## config.mk

```make
export PLATFORM = sky130hd
export DESIGN_NAME = multicycle_ctrl_flat
export DESIGN_NICKNAME = d
export VERILOG_FILES = /design/src/rtl/mips_pkg.sv /design/src/rtl/multicycle_ctrl_if.sv /design/src/rtl/multicycle_ctrl.sv /design/src/flat_wrapper.sv
export SDC_FILE = /design/constraint.sdc
export NUM_CORES = 1
export LEC_CHECK = 0
export ABC_AREA = 0
export CORE_AREA = 5 5 42 44
export DETAILED_ROUTE_END_ITERATION = 12
export DIE_AREA = 0 0 47 49
export DONT_BUFFER_PORTS = 1
export PLACE_DENSITY = 0.69
export SKIP_LAST_GASP = 1
export SLEW_MARGIN = 20
export SYNTH_ARGS = -nofsm -noshare
export SYNTH_HDL_FRONTEND = slang
export SYNTH_SLANG_ARGS = --single-unit
```

## constraint.sdc

```tcl
create_clock -name clk -period 1.7 [get_ports clk]
set_clock_uncertainty 0.15 [all_clocks]
set_input_delay 0.51 -clock clk [delete_from_list [all_inputs] [get_ports clk]]
set_output_delay 0.51 -clock clk [all_outputs]
set_load 0.01 [all_outputs]
```

## src/rtl/mips_pkg.sv

```systemverilog
// Shared definitions for the multicycle MIPS control path: FSM states, opcodes,
// datapath select encodings and the bundled control word.
package mips_pkg;

    typedef enum logic [3:0] {
        FETCH   = 4'd0,
        DECODE  = 4'd1,
        MEMADR  = 4'd2,
        MEMRD   = 4'd3,
        MEMWB   = 4'd4,
        MEMWR   = 4'd5,
        EXECUTE = 4'd6,
        ALUWB   = 4'd7,
        BRANCH  = 4'd8,
        ADDIEX  = 4'd9,
        ADDIWB  = 4'd10,
        JUMP    = 4'd11
    } statetype_t;

    localparam logic [5:0] OP_RTYPE = 6'b000000;
    localparam logic [5:0] OP_LW    = 6'b100011;
    localparam logic [5:0] OP_SW    = 6'b101011;
    localparam logic [5:0] OP_BEQ   = 6'b000100;
    localparam logic [5:0] OP_ADDI  = 6'b001000;
    localparam logic [5:0] OP_J     = 6'b000010;

    localparam logic [1:0] ALUSRCB_REGB   = 2'b00;
    localparam logic [1:0] ALUSRCB_FOUR   = 2'b01;
    localparam logic [1:0] ALUSRCB_IMM    = 2'b10;
    localparam logic [1:0] ALUSRCB_IMMSH2 = 2'b11;

    localparam logic [1:0] PCSRC_ALURES = 2'b00;
    localparam logic [1:0] PCSRC_ALUOUT = 2'b01;
    localparam logic [1:0] PCSRC_JUMP   = 2'b10;

    localparam logic [1:0] ALUOP_ADD   = 2'b00;
    localparam logic [1:0] ALUOP_SUB   = 2'b01;
    localparam logic [1:0] ALUOP_FUNCT = 2'b10;

    typedef struct packed {
        logic       mem_req;
        logic       iord;
        logic       memwrite;
        logic       irwrite;
        logic       pcwrite;
        logic       branch;
        logic [1:0] pcsrc;
        logic       alusrca;
        logic [1:0] alusrcb;
        logic [1:0] aluop;
        logic       regdst;
        logic       memtoreg;
        logic       regwrite;
        logic       illegal_op;
    } ctrl_t;

    localparam ctrl_t CTRL_IDLE = '0;

endpackage

```

## src/rtl/multicycle_ctrl_if.sv

```systemverilog
// Control bundle between the multicycle controller (master) and the datapath
// plus memory port (slave).
interface multicycle_ctrl_if;
    import mips_pkg::*;

    logic [5:0] op;
    logic       mem_ready;
    logic       mem_req;
    logic       iord;
    logic       memwrite;
    logic       irwrite;
    logic       pcwrite;
    logic       branch;
    logic [1:0] pcsrc;
    logic       alusrca;
    logic [1:0] alusrcb;
    logic [1:0] aluop;
    logic       regdst;
    logic       memtoreg;
    logic       regwrite;
    logic       illegal_op;

    modport master (
        input  op, mem_ready,
        output mem_req, iord, memwrite, irwrite, pcwrite, branch, pcsrc,
               alusrca, alusrcb, aluop, regdst, memtoreg, regwrite, illegal_op
    );

    modport slave (
        output op, mem_ready,
        input  mem_req, iord, memwrite, irwrite, pcwrite, branch, pcsrc,
               alusrca, alusrcb, aluop, regdst, memtoreg, regwrite, illegal_op
    );

endinterface

```

## src/rtl/multicycle_ctrl.sv

```systemverilog
// Multicycle MIPS control FSM: 4-bit state register plus combinational
// next-state / control-word decode, stalling on the memory ready handshake.
module multicycle_ctrl
    import mips_pkg::*;
(
    input  logic                 clk,
    input  logic                 reset_n,
    multicycle_ctrl_if.master    bus
);

    statetype_t state;
    statetype_t next_state;
    ctrl_t      ctrl;
    ctrl_t      ctrl_gated;

    // Reset must silence every strobe immediately, even though the async
    // reset parks the state in FETCH, which would otherwise request memory.
    function automatic ctrl_t gate_strobes(input ctrl_t c, input logic en);
        ctrl_t g;
        g = c;
        if (!en) begin
            g.mem_req    = 1'b0;
            g.memwrite   = 1'b0;
            g.irwrite    = 1'b0;
            g.pcwrite    = 1'b0;
            g.branch     = 1'b0;
            g.regwrite   = 1'b0;
            g.illegal_op = 1'b0;
        end
        return g;
    endfunction

    always_ff @(posedge clk or negedge reset_n) begin
        if (!reset_n)
            state <= FETCH;
        else
            state <= next_state;
    end

    always_comb begin
        next_state = FETCH;
        ctrl       = CTRL_IDLE;
        unique case (state)
            FETCH: begin
                ctrl.mem_req = 1'b1;
                ctrl.alusrcb = ALUSRCB_FOUR;
                if (bus.mem_ready) begin
                    ctrl.irwrite = 1'b1;
                    ctrl.pcwrite = 1'b1;
                    next_state   = DECODE;
                end else begin
                    next_state   = FETCH;
                end
            end
            DECODE: begin
                ctrl.alusrcb = ALUSRCB_IMMSH2;
                case (bus.op)
                    OP_RTYPE:     next_state = EXECUTE;
                    OP_LW, OP_SW: next_state = MEMADR;
                    OP_BEQ:       next_state = BRANCH;
                    OP_ADDI:      next_state = ADDIEX;
                    OP_J:         next_state = JUMP;
                    default: begin
                        ctrl.illegal_op = 1'b1;
                        next_state      = FETCH;
                    end
                endcase
            end
            MEMADR: begin
                ctrl.alusrca = 1'b1;
                ctrl.alusrcb = ALUSRCB_IMM;
                next_state   = (bus.op == OP_LW) ? MEMRD : MEMWR;
            end
            MEMRD: begin
                ctrl.mem_req = 1'b1;
                ctrl.iord    = 1'b1;
                next_state   = bus.mem_ready ? MEMWB : MEMRD;
            end
            MEMWB: begin
                ctrl.memtoreg = 1'b1;
                ctrl.regwrite = 1'b1;
                next_state    = FETCH;
            end
            MEMWR: begin
                ctrl.mem_req  = 1'b1;
                ctrl.iord     = 1'b1;
                ctrl.memwrite = 1'b1;
                next_state    = bus.mem_ready ? FETCH : MEMWR;
            end
            EXECUTE: begin
                ctrl.alusrca = 1'b1;
                ctrl.aluop   = ALUOP_FUNCT;
                next_state   = ALUWB;
            end
            ALUWB: begin
                ctrl.regdst   = 1'b1;
                ctrl.regwrite = 1'b1;
                next_state    = FETCH;
            end
            BRANCH: begin
                ctrl.alusrca = 1'b1;
                ctrl.aluop   = ALUOP_SUB;
                ctrl.pcsrc   = PCSRC_ALUOUT;
                ctrl.branch  = 1'b1;
                next_state   = FETCH;
            end
            ADDIEX: begin
                ctrl.alusrca = 1'b1;
                ctrl.alusrcb = ALUSRCB_IMM;
                next_state   = ADDIWB;
            end
            ADDIWB: begin
                ctrl.regwrite = 1'b1;
                next_state    = FETCH;
            end
            JUMP: begin
                ctrl.pcsrc   = PCSRC_JUMP;
                ctrl.pcwrite = 1'b1;
                next_state   = FETCH;
            end
            default: begin
                next_state = FETCH;
            end
        endcase
    end

    assign ctrl_gated = gate_strobes(ctrl, reset_n);

    assign bus.mem_req    = ctrl_gated.mem_req;
    assign bus.iord       = ctrl_gated.iord;
    assign bus.memwrite   = ctrl_gated.memwrite;
    assign bus.irwrite    = ctrl_gated.irwrite;
    assign bus.pcwrite    = ctrl_gated.pcwrite;
    assign bus.branch     = ctrl_gated.branch;
    assign bus.pcsrc      = ctrl_gated.pcsrc;
    assign bus.alusrca    = ctrl_gated.alusrca;
    assign bus.alusrcb    = ctrl_gated.alusrcb;
    assign bus.aluop      = ctrl_gated.aluop;
    assign bus.regdst     = ctrl_gated.regdst;
    assign bus.memtoreg   = ctrl_gated.memtoreg;
    assign bus.regwrite   = ctrl_gated.regwrite;
    assign bus.illegal_op = ctrl_gated.illegal_op;

endmodule

```

## src/flat_wrapper.sv

```systemverilog
// flat-port wrapper written by rule: the top's interface ports become plain ports
module multicycle_ctrl_flat import mips_pkg::*;
  (clk, reset_n, bus_op, bus_mem_ready, bus_mem_req, bus_iord, bus_memwrite, bus_irwrite, bus_pcwrite, bus_branch, bus_pcsrc, bus_alusrca, bus_alusrcb, bus_aluop, bus_regdst, bus_memtoreg, bus_regwrite, bus_illegal_op);
  multicycle_ctrl_if bus_i ();
  input  logic clk;
  input  logic reset_n;
  input wire logic [$bits(bus_i.op)-1:0] bus_op;
  input wire logic [$bits(bus_i.mem_ready)-1:0] bus_mem_ready;
  output wire logic [$bits(bus_i.mem_req)-1:0] bus_mem_req;
  output wire logic [$bits(bus_i.iord)-1:0] bus_iord;
  output wire logic [$bits(bus_i.memwrite)-1:0] bus_memwrite;
  output wire logic [$bits(bus_i.irwrite)-1:0] bus_irwrite;
  output wire logic [$bits(bus_i.pcwrite)-1:0] bus_pcwrite;
  output wire logic [$bits(bus_i.branch)-1:0] bus_branch;
  output wire logic [$bits(bus_i.pcsrc)-1:0] bus_pcsrc;
  output wire logic [$bits(bus_i.alusrca)-1:0] bus_alusrca;
  output wire logic [$bits(bus_i.alusrcb)-1:0] bus_alusrcb;
  output wire logic [$bits(bus_i.aluop)-1:0] bus_aluop;
  output wire logic [$bits(bus_i.regdst)-1:0] bus_regdst;
  output wire logic [$bits(bus_i.memtoreg)-1:0] bus_memtoreg;
  output wire logic [$bits(bus_i.regwrite)-1:0] bus_regwrite;
  output wire logic [$bits(bus_i.illegal_op)-1:0] bus_illegal_op;
  assign bus_i.op = bus_op;
  assign bus_i.mem_ready = bus_mem_ready;
  assign bus_mem_req = bus_i.mem_req;
  assign bus_iord = bus_i.iord;
  assign bus_memwrite = bus_i.memwrite;
  assign bus_irwrite = bus_i.irwrite;
  assign bus_pcwrite = bus_i.pcwrite;
  assign bus_branch = bus_i.branch;
  assign bus_pcsrc = bus_i.pcsrc;
  assign bus_alusrca = bus_i.alusrca;
  assign bus_alusrcb = bus_i.alusrcb;
  assign bus_aluop = bus_i.aluop;
  assign bus_regdst = bus_i.regdst;
  assign bus_memtoreg = bus_i.memtoreg;
  assign bus_regwrite = bus_i.regwrite;
  assign bus_illegal_op = bus_i.illegal_op;
  multicycle_ctrl u_core (.clk(clk), .reset_n(reset_n), .bus(bus_i));
endmodule
```

==> impl_metrics.tcl <==
set metrics [dict create \
    yosysUniqueCellTypes 41 \
    globalRouteTotalUtil_pct 24.7 \
    cts_num_sinks 4 \
    diodes 0 \
    layout-drive-gt1-share_pct 63.0 \
    ioPinCount 26 \
    power.density_mw_per_mm2 608 \
    gp_congestion 0.775 \
    violations "negative setup slack" \
    core_area_sq_mm 0.00140 \
    floorplan.initialDensity_pct 43.8 \
    worstPathRequired_ns 1.04 \
    synth.cells.most_frequent "sky130_fd_sc_hd__nor2_1, sky130_fd_sc_hd__nand2b_1" \
    registers.top_by_ff_count "u_core.state" \
    worst_ep_arrival_time_ns 1.39 \
    path_cells "buf_6 -> nor2b_2 -> or3_1 -> a21oi_2" \
    final_critical_path_setup_slack_ns -0.354 \
    sum_of_routed_wire_length_over_all_layers_um 2540 \
    syn_nets 89 \
    rsz0062_at_grt "true" \
    clockRootBuffer "sky130_fd_sc_hd__clkbuf_4" \
    grt_first_pass_wirelength_um 4050 \
    first_global_vias 857 \
    final_antenna_net_count 0 \
    vdd_drop_max_uv 593 \
    h_tree_depth_reported_by_cts 1 \
    critical_path_buf_inv_count 1 \
    clkTransAtPathRegs_ns 0.04 \
    dpl_worst_slack_ns -0.160 \
    timing.critical_path.max_delay_family "flip-flops" \
    die_h_um 49 \
    num_vias 784 \
    synth.yosys.warnings 0 \
    ys.flop_type "sky130_fd_sc_hd__dfrtp_1" \
    synth_most_common_cell "sky130_fd_sc_hd__nor2_1" \
    standard_cell_row_count 14 \
    maxClockFrequency_mhz 487 \
    cts_tree "yes" \
    synth_seq_cells 4 \
    final.min_clock_period_ns 2.05 \
    nNetsFinal 119 \
    post_synth_inst_count 80 \
    slew_viol_final 0 \
    first_iter_violations 10 \
    setup_viol 17 \
    top_area_cells_in_the_synthesized_netlist "sky130_fd_sc_hd__dfrtp_1, sky130_fd_sc_hd__nor2_1, sky130_fd_sc_hd__nand2b_1" \
    async_flop_share_pct 100 \
    number_of_cts_inserted_buffers 3 \
    buffer_ports.inserted 0 \
    largest_registers "u_core.state (4)" \
    power.leakage_uw 0.000425 \
    overflow 0 \
    clock_tree.buffer_depth 2 \
    outcome "complete, but fails checks" \
    startpoint_kind_of_the_worst_setup_timing_path "register" \
    finalHoldViolations 0 \
    crit_path_max_fanout 6 \
    max_slew_margin_pct 72.4 \
    routed_via_density 6.32 \
    hpwl_after_detailed_placement_um 1390 \
    die_area_sq_mm 0.00230 \
    floorplan.die.width_um 47 \
    worstSetupEndpointType "primary output" \
    synth.cell_area_sq_um 614 \
    critical-path-slowest-cell "sky130_fd_sc_hd__dfrtp_2" \
    drt_drc_violations_left 0 \
    timing.hold.worst.class "in2reg" \
    drv.max_cap_violation_count 0 \
    total_power_uw 666 \
    netlist.area_leader.share_pct 16.3 \
    syn2layout_area_growth_pct 78.4 \
    largest_register_ffs 4 \
    synth.avg_cell_area_sq_um 7.68 \
    wire_per_inst_um 20.5 \
    worstMarginPinSlew_ns 0.413 \
    critical_path.max_stage_delay_ns 0.42 \
    initial_antenna_violation_count 0 \
    synth-edff-count 0 \
    grt_max_degree 9 \
    layout_worst_path_cycle_share_pct 121 \
    synth.largest_area_cell "sky130_fd_sc_hd__dfrtp_1" \
    timing_worst_setup_path_type "reg2out" \
    yosysSeqAreaShare_pct 16.3 \
    clock_latency_ns 0.25 \
    detail_route.first_pass.iterations 4 \
    final.setup.tns_ns -4.47 \
]
[report_power, final]
group          internal, uW  switching, uW  total [uW]
clock                  79.5           46.8         126
sequential              106           18.4         125
combinational           210            204         415
total                   396            270         666
[cell type report]
type,instances,area (sq um)
Timing Repair Buffer,32,280
Fill cell,87,305
Tap cell,16,20.0
Sequential cell,4,104
Clock buffer,3,22.5
Multi-Input combinational cell,69,669
[kinds of logic after synthesis]
kind of cell | count (synthesis) | synth area share, %
xor gates and xnor gates | 3 | 4.28
DFF | 4 | 16.3
AOI/OAI and AO/OA | 16 | 18.9
and+or+nand+nor | 50 | 52.1
buffers and inverters | 7 | 8.35
[metrics by stage]
stage | hold WS [ns] | util [%] | cells | cell area [sq um]
final | 0.316 | 78.2 | 124 | 1100
after global routing | 0.333 | 78.2 | 124 | 1100
after CTS | 0.318 | 75.2 | 124 | 1050
after detailed placement | 0.0647 | 57.8 | 111 | 810
after global placement | 0.0647 | 57.8 | 111 | 810
after floorplan | 0.0644 | - | 80 | 686
[cells in the final DEF, fill, tap and decap left out, types with 2 or more instances in the layout]
cell type	count
sky130_fd_sc_hd__nor4b_2	2
sky130_fd_sc_hd__nand4_1	3
sky130_fd_sc_hd__nor3b_2	3
sky130_fd_sc_hd__nor3_4	3
sky130_fd_sc_hd__buf_6	10
sky130_fd_sc_hd__nand2_1	3
sky130_fd_sc_hd__o21a_1	2
sky130_fd_sc_hd__nor2_1	3
sky130_fd_sc_hd__dfrtp_2	3
sky130_fd_sc_hd__clkbuf_4	3
sky130_fd_sc_hd__nand2b_1	2
sky130_fd_sc_hd__nand2b_4	3
sky130_fd_sc_hd__nor4b_4	2
sky130_fd_sc_hd__buf_4	21
sky130_fd_sc_hd__nor2_4	7
[worst reg2reg max path: stages, from the launching register on]
cell	delay, ns
sky130_fd_sc_hd__dfrtp_1	0.41
sky130_fd_sc_hd__buf_4	0.16
sky130_fd_sc_hd__buf_6	0.13
sky130_fd_sc_hd__buf_4	0.15
sky130_fd_sc_hd__nor4b_4	0.30
sky130_fd_sc_hd__o41ai_1	0.14
sky130_fd_sc_hd__o211ai_1	0.11
[metal layers]
layer / global-route usage (%) / routed length, um
met1: 23.7 / 846
met2: 41.6 / 1330
met3: 7.01 / 173
met4: 18.4 / 193
met5: 0 / 0
[worst paths after layout]
check / end / slack [ns] / start / cells past startpoint
worst min register to register: u_core.state[0] / 0.60 / u_core.state[3] / 2
worst min-delay path: u_core.state[2] / 0.32 / bus_op[4] / 2
worst max register to register: u_core.state[2] / 0.07 / u_core.state[2] / 6
worst max-delay path: bus_mem_req / -0.35 / u_core.state[0] / 4
min in group asynchronous: u_core.state[1] / 0.43 / reset_n / 1
max in group asynchronous: u_core.state[0] / 0.73 / reset_n / 1
[what timing repair did]
action | CTS | global route
hold buffers | 1 | 0
gates resized for setup | 37 | 9
setup buffers | 9 | 0
endpoints found under the setup margin | 17 | 18
pin swaps | 12 | 9
hold endpoints to repair | 4 | 0
No activity file was read; power rests on OpenSTA's default activity.
